### config.mk
export PLATFORM = sky130hd
export DESIGN_NAME = scc_wave_ram_arbiter
export DESIGN_NICKNAME = d
export VERILOG_FILES = /design/src/rtl/scc_wave_ram_arbiter.sv
export SDC_FILE = /design/constraint.sdc
export NUM_CORES = 1
export LEC_CHECK = 0
export CORE_MARGIN = 2
export CORE_UTILIZATION = 45
export DETAILED_ROUTE_END_ITERATION = 12
export PLACE_DENSITY = 0.77
export SLEW_MARGIN = 20
export SYNTH_ARGS = -nofsm -noshare
export SYNTH_HDL_FRONTEND = slang
export SYNTH_SLANG_ARGS = --single-unit
### constraint.sdc
create_clock -name clk -period 2.9 [get_ports clk]
set_input_delay 0.58 -clock clk [delete_from_list [all_inputs] [get_ports clk]]
set_output_delay 0.58 -clock clk [all_outputs]
set_load 0.02 [all_outputs]
### src/rtl/scc_wave_ram_arbiter.sv
// scc_wave_ram_arbiter
// Arbitrates the single-port SCC wave RAM (5 channels x 32 bytes) between the
// CPU register port and the tone-generator sample fetcher. The tone generator
// has fixed priority; a saturating starvation counter bounds how long a
// pending CPU access can lose. CPU strobes land in a one-entry pending buffer
// (latest strobe wins). Read data returns through a two-stage tag pipe that
// steers ram_q to the CPU or tone-generator result register.
`timescale 1ns/1ps

module scc_wave_ram_arbiter #(
    parameter int STARVE_LIMIT = 3,
    parameter int RAM_AW       = 8
) (
    input  logic              nreset,
    input  logic              clk,
    // CPU register port
    input  logic [2:0]        cpu_id,
    input  logic [4:0]        cpu_a,
    input  logic [7:0]        cpu_d,
    input  logic              cpu_oe,
    input  logic              cpu_we,
    output logic [7:0]        cpu_q,
    output logic              cpu_q_en,
    output logic              cpu_busy,
    // tone-generator fetch port
    input  logic              tg_req,
    input  logic [2:0]        tg_id,
    input  logic [4:0]        tg_a,
    output logic              tg_ack,
    output logic [7:0]        tg_q,
    output logic              tg_q_en,
    // wave RAM macro
    output logic [RAM_AW-1:0] ram_addr,
    output logic [7:0]        ram_d,
    output logic              ram_re,
    output logic              ram_we,
    input  logic [7:0]        ram_q
);

    // Wide enough to hold 0..STARVE_LIMIT, never narrower than one bit.
    localparam int SW = (STARVE_LIMIT < 1) ? 1 : $clog2(STARVE_LIMIT + 1);
    localparam logic [SW-1:0] STARVE_MAX = SW'(STARVE_LIMIT);

    // Grant decision for the current cycle.
    localparam logic [1:0] GRANT_NONE = 2'd0;
    localparam logic [1:0] GRANT_TG   = 2'd1;
    localparam logic [1:0] GRANT_CPU  = 2'd2;

    // Channel ids 0..4 are real; 5..7 never touch the RAM.
    localparam logic [2:0] LAST_ID = 3'd4;

    // Data returned for reads of a nonexistent channel.
    localparam logic [7:0] CPU_BAD_ID_Q = 8'hFF;
    localparam logic [7:0] TG_BAD_ID_Q  = 8'h00;

    // ------------------------------------------------------------------
    // Pending CPU request buffer
    // ------------------------------------------------------------------
    logic          pend_valid;
    logic [2:0]    pend_id;
    logic [4:0]    pend_a;
    logic [7:0]    pend_d;
    logic          pend_wr;
    logic [SW-1:0] starve_cnt;

    // ------------------------------------------------------------------
    // Grant and command selection
    // ------------------------------------------------------------------
    logic [1:0] grant;
    logic [2:0] sel_id;
    logic [4:0] sel_a;
    logic       sel_bad_id;
    logic       cmd_read;   // grant wants data back (real or substituted)
    logic       issue_re;   // grant actually reads the RAM
    logic       issue_we;   // grant actually writes the RAM

    // ------------------------------------------------------------------
    // Return tag pipe: stage 1 aligns with ram_re, stage 2 with ram_q
    // ------------------------------------------------------------------
    logic tag1_valid, tag1_cpu, tag1_bad;
    logic tag2_valid, tag2_cpu, tag2_bad;

    // Pick the winner: tone generator unless the CPU has waited out its limit.
    always_comb begin
        // NOTE: every combinational output gets a default first so no path
        // leaves it unassigned, which would otherwise infer a latch.
        grant = GRANT_NONE;
        if (tg_req && !(pend_valid && (starve_cnt == STARVE_MAX))) begin
            grant = GRANT_TG;
        end else if (pend_valid) begin
            grant = GRANT_CPU;
        end
    end

    // Address, direction and id validity of the winning request.
    always_comb begin
        sel_id   = pend_id;
        sel_a    = pend_a;
        cmd_read = 1'b0;
        issue_we = 1'b0;
        if (grant == GRANT_TG) begin
            sel_id   = tg_id;
            sel_a    = tg_a;
            cmd_read = 1'b1;
        end else if (grant == GRANT_CPU) begin
            cmd_read = !pend_wr;
            issue_we = pend_wr && (pend_id <= LAST_ID);
        end
        sel_bad_id = (sel_id > LAST_ID);
        issue_re   = cmd_read && !sel_bad_id;
    end

    assign tg_ack   = (grant == GRANT_TG);
    assign cpu_busy = pend_valid;

    // Capture CPU strobes; a strobe always wins over retiring the old entry.
    always_ff @(posedge clk or negedge nreset) begin
        if (!nreset) begin
            // NOTE: sequential state uses non-blocking assignments so every
            // register in the design samples the same pre-edge values.
            pend_valid <= 1'b0;
            pend_id    <= '0;
            pend_a     <= '0;
            pend_d     <= '0;
            pend_wr    <= 1'b0;
        end else if (cpu_we || cpu_oe) begin
            pend_valid <= 1'b1;
            pend_id    <= cpu_id;
            pend_a     <= cpu_a;
            pend_d     <= cpu_d;
            pend_wr    <= cpu_we;   // write wins when both strobes are high
        end else if (grant == GRANT_CPU) begin
            pend_valid <= 1'b0;
        end
    end

    // Count cycles a pending CPU request loses; an overwrite keeps the count.
    always_ff @(posedge clk or negedge nreset) begin
        if (!nreset) begin
            starve_cnt <= '0;
        end else if ((grant == GRANT_CPU) || !pend_valid) begin
            starve_cnt <= '0;
        end else if (starve_cnt != STARVE_MAX) begin
            starve_cnt <= starve_cnt + 1'b1;
        end
    end

    // Register the RAM command; address and write data hold between commands.
    always_ff @(posedge clk or negedge nreset) begin
        if (!nreset) begin
            ram_addr <= '0;
            ram_d    <= '0;
            ram_re   <= 1'b0;
            ram_we   <= 1'b0;
        end else begin
            ram_re <= issue_re;
            ram_we <= issue_we;
            if (issue_re || issue_we) begin
                ram_addr <= RAM_AW'({sel_id, sel_a});
            end
            if (issue_we) begin
                ram_d <= pend_d;
            end
        end
    end

    // Carry ownership of each read (including bad-id reads) down the tag pipe.
    always_ff @(posedge clk or negedge nreset) begin
        if (!nreset) begin
            tag1_valid <= 1'b0;
            tag1_cpu   <= 1'b0;
            tag1_bad   <= 1'b0;
            tag2_valid <= 1'b0;
            tag2_cpu   <= 1'b0;
            tag2_bad   <= 1'b0;
        end else begin
            tag1_valid <= cmd_read;
            tag1_cpu   <= (grant == GRANT_CPU);
            tag1_bad   <= sel_bad_id;
            tag2_valid <= tag1_valid;
            tag2_cpu   <= tag1_cpu;
            tag2_bad   <= tag1_bad;
        end
    end

    // Land returned data in the owner's result register with a one-cycle pulse.
    always_ff @(posedge clk or negedge nreset) begin
        if (!nreset) begin
            cpu_q    <= '0;
            cpu_q_en <= 1'b0;
            tg_q     <= '0;
            tg_q_en  <= 1'b0;
        end else begin
            cpu_q_en <= tag2_valid && tag2_cpu;
            tg_q_en  <= tag2_valid && !tag2_cpu;
            if (tag2_valid && tag2_cpu) begin
                cpu_q <= tag2_bad ? CPU_BAD_ID_Q : ram_q;
            end
            if (tag2_valid && !tag2_cpu) begin
                tg_q <= tag2_bad ? TG_BAD_ID_Q : ram_q;
            end
        end
    end

    // The RAM port carries at most one operation per cycle.
    always @(posedge clk) begin
        if (nreset) begin
            assert (!(ram_re && ram_we))
                else $error("ram_re and ram_we asserted together");
        end
    end

endmodule

==> results of run 1 <==
-- sequential cells by signal, summed over array words and instances (netlist names), 2 cells and up --
signal      flops
ram_d           8
tg_q            8
pend_d          8
cpu_q           8
starve_cnt      2
pend_id         3
pend_a          5
ram_addr        8
-- metal layers --
layer / wire length, microns / up-vias
met5: 0 / -
met4: 59 / 0
met3: 352 / 6
met2: 2060 / 59
met1: 2060 / 771
li1: - / 783
-- report_power, final --
group	switching, uW	internal, uW	leakage [uW]	total, uW
sequential	75.4	1000	0.000727	1080
combinational	285	336	0.000659	621
clock	300	370	0.0000914	670
-- area by class of cell --
class / instances / share of cell area
repair buffers: 78 / 0.223
well taps: 70 / 0.0255
multi-input cells: 109 / 0.245
clock buffers: 13 / 0.0491
inverters: 5 / 0.00546
flip-flops and latches: 62 / 0.451
clock inverters: 1 / 0.00146
-- stage by stage --
step                      setup slack [ps]  instances  area [sq um]  hold slack (ps)
after floorplan                       1160        183          2450              284
after global placement                 427        324          3260              332
after detailed placement               414        324          3260              335
after CTS                              414        338          3440              276
after global routing                   367        338          3440              300
final                                  417        338          3440              261
-- final timing paths --
| kind | startpoint | to | slack (ps) |
|---|---|---|---|
| min | nreset | cpu_q_en$_DFF_PN0_ | 260 |
| min reg2reg | tag1_valid$_DFF_PN0_ | tag2_valid$_DFF_PN0_ | 340 |
| max reg2reg | starve_cnt[0]$_DFFE_PN0P_ | ram_addr[4]$_DFFE_PN0P_ | 1110 |
| max | tg_req | tg_ack | 420 |
| max in group asynchronous | nreset | ram_addr[2]$_DFFE_PN0P_ | 1950 |
| min in group clk | tag1_valid$_DFF_PN0_ | tag2_valid$_DFF_PN0_ | 340 |
-- worst max-delay path: cells and delay by family --
family | cells | cell delay (ps)
buffers and inverters | 2 | 1120
AO/OA/AOI/OAI | 1 | 200
-- synth_stat cells, drive strengths merged --
cell / instances
dfrtp: 62
mux2: 38
nor2: 18
nand2: 11
o21ai: 11
nand2b: 10
a21oi: 8
inv: 5
buf: 4
clkbuf: 3
and2: 2
a21boi: 1
a21o: 1
a221oi: 1
a32oi: 1
and3: 1
ha: 1
mux2i: 1
nand3: 1
nand4: 1
nor3b: 1
o21bai: 1
-- cells by family after synthesis --
group,count (synthesis),synth area share
compound gates,24,0.0688
fa+ha+maj,1,0.00510
buf+inv,12,0.0255
flops,62,0.632
mux,39,0.180
simple gates,45,0.0887
==> metrics, run 1 <==
FF/Latch Area 1550 sq um; CP arrival 1900 ps; remaining antenna violation count 0; Synth Area per Inst 13.4 sq um; met3 GRT Util 0.0651; CP required 2320 ps; die area 6060 sq um; fin util 0.665; pin count of the biggest net entering global routing 29; Crit path largest cell delay 620 ps; skew final 5.45 ps; cells on worst reg2reg path 5; worst-case vdd ir drop 0.355 mV; Critical Path Fanout Max 2; fmax 0.403 GHz; commonest non-fill, non-tap cells in the layout clkdlybuf4s50_1 (73), dfrtp_1 (62), mux2_2 (37); total track usage 0.169; drt initial violations 48; Crit. End Element primary output; H-tree depth 3; status completed; Remaining Overflow, GRT 0; Initial Util 0.475; Seq/Total Area, Yosys 0.632; Leak 0.00148 uW; CTS sink cnt 62; Synth area leaders dfrtp_1 (63%), mux2_2 (17%), nor2_1 (2.6%); core region area 5170 sq um; final wirelength 4.54 mm; Critical Path, Cell by Cell clkdlybuf4s50_1 > a21boi_4 > clkdlybuf4s50_1; initial antenna violation count 0; Area Overhead vs Synth 40.1%; Final Hold Viols 0; most common cell after layout, fill and taps aside clkdlybuf4s50_1; Clock Latency Late Sink 320 ps; # diodes 0; Nets 303; setup violators final 0; Most Frequent Cell on Critical Path clkdlybuf4s50_1; hold buffer count at CTS 0; vias after detailed routing 1619; met1 usage 0.223; # rows 26; Max-Cap Viols 0; layout cell share with drive strength beyond 1 0.228; post-cts resize count 0; Final Critical Period 2480 ps; IO Pins 75; PortBufs 74; die height 77.9 microns; post-synth net total 221; slowest CP cell clkdlybuf4s50_1; dpl hpwl 3.37 mm; Setup Buffers After CTS 0; critical path type in2out; Num CTS Buffers 9; Unique masters post-synth 26; grt met2 use 0.252; global-route wire length before repair 7.87 mm; CTS max path bufs 2; Cell Area, Synth 2450 sq um; chip width 77.9 microns; Yosys top cell by area dfrtp_1; Power, Total 2370 uW; placer congestion estimate 0.728; Setup TNS 0 ps; routed length per instance 13.4 microns; via/cell ratio 4.79; Hold Path Class in2async; flop and latch count out of synthesis 62; Slew HR 0.591; startpoint class of the critical path input pin; CTS tree yes; root buffer cell clkbuf_8; multi-input logic area 841 sq um; DRC 0; Tcrit/Tclk final 0.856; RSZ-0062 raised after global routing no; worst-margin pin slew 613 ps; final-layout fill cell count 405; max-slew violation count 0; Yosys Warn Count 0; cells after synthesis 183; number of iterations in the first detailed-routing pass 4; Synth top area share 0.632; vias in the first global route 1642; GR peak layer met2; Pwr per Cell Area 689 nW/um^2; clock-pin slew on the worst setup and hold paths 60 ps
No activity file was read; power rests on OpenSTA's default activity.
==> run 2, diff against run 1 <==
--- a/config.mk
+++ b/config.mk
@@ -7,6 +7,7 @@
 export LEC_CHECK = 0
 export CORE_MARGIN = 2
 export CORE_UTILIZATION = 45
+export CTS_BUF_LIST = sky130_fd_sc_hd__clkbuf_16
 export DETAILED_ROUTE_END_ITERATION = 12
 export PLACE_DENSITY = 0.77
 export SLEW_MARGIN = 20
==> metrics, run 2 (synthesis results as in run 1) <==
status completed; # rows 26 (unchanged); layout cell share with drive strength beyond 1 0.216 (-0.0112); fmax 0.404 GHz (+0.31%); IO Pins 75 (unchanged); Leak 0.00151 uW (+2.3%); final wirelength 4.62 mm (+1.8%); Final Critical Period 2480 ps (-7.63 ps); Remaining Overflow, GRT 0 (unchanged); via/cell ratio 4.78 (-0.19%); max-slew violation count 0 (unchanged); Nets 303 (unchanged); routed length per instance 13.7 microns (+1.8%); Initial Util 0.475 (unchanged); RSZ-0062 raised after global routing no; CTS max path bufs 2 (unchanged); hold buffer count at CTS 0 (unchanged); Cell Int Power 1890 uW (+11%); die height 77.9 microns (unchanged); Comb pwr share 0.241 (-0.021); Max-Cap Viols 0 (unchanged); initial antenna violation count 0 (unchanged); placer congestion estimate 0.728 (unchanged); # diodes 0 (unchanged); slowest CP cell clkdlybuf4s50_1; Sw Share 0.268 (-0.0115); skew final 2.97 ps (-2.48 ps); H-tree depth 3 (unchanged); Place WS 414 ps (unchanged); Num CTS Buffers 9 (unchanged); pin count of the biggest net entering global routing 29 (unchanged); Critical Path Fanout Max 2 (unchanged); commonest non-fill, non-tap cells in the layout clkdlybuf4s50_1 (73), dfrtp_1 (62), mux2_2 (37); Critical Path, Cell by Cell clkdlybuf4s50_1 > a21boi_4 > clkdlybuf4s50_1; critical path type in2out; clock-pin slew on the worst setup and hold paths 50 ps (about the same); CTS tree yes; worst-margin pin slew 615 ps (+2.10 ps); Setup Buffers After CTS 0 (unchanged); Crit path largest cell delay 630 ps (about the same); Hold Path Class in2async; Final Cell Area 3510 sq um (+2.1%); drt initial violations 52 (+8.3%); NetSw 691 uW (+4.6%); CP arrival 1900 ps (about the same); startpoint class of the critical path input pin; post-cts resize count 0 (unchanged); Area Overhead vs Synth 43.0%; CTS sink cnt 62 (unchanged); core region area 5170 sq um (unchanged); setup violators final 0 (unchanged); die area 6060 sq um (unchanged); Placed Cells 324 (unchanged); total track usage 0.172 (+0.00276); number of iterations in the first detailed-routing pass 2 (-2); most common cell after layout, fill and taps aside clkdlybuf4s50_1; Most Frequent Cell on Critical Path clkdlybuf4s50_1; remaining antenna violation count 0 (unchanged); vias in the first global route 1691 (+3.0%); Final Hold Viols 0 (unchanged); placed inst area 3260 sq um (unchanged); DRC 0 (unchanged); Clock Latency Late Sink 310 ps (about the same); Flop pwr share 0.418 (-0.037); PortBufs 74 (unchanged); worst-case vdd ir drop 0.409 mV (+15%); Setup TNS 0 ps (unchanged); Pwr per Cell Area 736 nW/um^2 (+6.9%); CP required 2320 ps (about the same); Slew HR 0.585 (-0.00574); Tcrit/Tclk final 0.854 (-0.00263); dpl hpwl 3.37 mm (unchanged); global-route wire length before repair 8.05 mm (+2.3%); chip width 77.9 microns (unchanged); fin worst setup slack 424 ps (+7.63 ps); Clock Power Share 0.341 (+0.058); Crit. End Element primary output; vias after detailed routing 1616 (-0.19%); cells on worst reg2reg path 4 (-1); non-filler cells, final 338 (unchanged); Final Hold Slack 282 ps (+20.9 ps); root buffer cell clkbuf_16
==> run 2: cell type report <==
cell class,instances,area [sq um]
clock inverters,5,20.0
multi-input cells,109,841
clock buffers,9,225
well taps,70,87.6
flip-flops and latches,62,1550
inverters,5,18.8
repair buffers,78,766
fillers,384,1660
==> run 2: final timing paths <==
| check | endpoint | slack, ps | start |
|---|---|---|---|
| max reg2reg | ram_addr[4]$_DFFE_PN0P_ | 1100 | cpu_busy$_DFFE_PN0P_ |
| max | tg_ack | 420 | tg_req |
| min reg2reg | tag2_valid$_DFF_PN0_ | 340 | tag1_valid$_DFF_PN0_ |
| min | tg_q[6]$_DFFE_PN0P_ | 280 | nreset |
| max in group asynchronous | ram_addr[2]$_DFFE_PN0P_ | 1930 | nreset |
| min in group clk | tag2_valid$_DFF_PN0_ | 340 | tag1_valid$_DFF_PN0_ |
==> run 2: per-layer routing <==
| metal | global-route usage | up-vias | wire length, microns |
|---|---|---|---|
| met2 | 0.264 | 56 | 2160 |
| met3 | 0.0465 | 9 | 312 |
| li1 | - | 787 | - |
| met5 | 0 | - | 0 |
| met4 | 0.0804 | 0 | 73 |
| met1 | 0.226 | 764 | 2070 |
==> run 2: stage by stage <==
stage	util	total power, uW
6_report	0.679	2580
4_1_cts	0.679	2610
3_5_place_dp	0.631	1720
2_1_floorplan	-	1400
3_3_place_gp	0.631	1710
5_1_grt	0.679	2710
==> run 2: worst max-delay path, delay by kind of cell <==
family / cells / cell delay (ps)
AO/OA/AOI/OAI: 1 / 190
buffers and inverters: 2 / 1120
==> run 2: power by group through the flow <==
stage | Combinational [uW] | Clock (uW) | Sequential, uW
after CTS | 632 | 895 | 1080
final | 623 | 881 | 1080
after global placement | 620 | 0 | 1090
after floorplan | 189 | 0 | 1210
after detailed placement | 629 | 0 | 1090
after global routing | 669 | 943 | 1100
==> run 3, diff against run 2 <==
--- a/config.mk
+++ b/config.mk
@@ -14,3 +14,4 @@
 export SYNTH_ARGS = -nofsm -noshare
 export SYNTH_HDL_FRONTEND = slang
 export SYNTH_SLANG_ARGS = --single-unit
+export TNS_END_PERCENT = 20
==> results of run 3 <==
No change in the layout: final DEF, timing and power equal those of run 2.
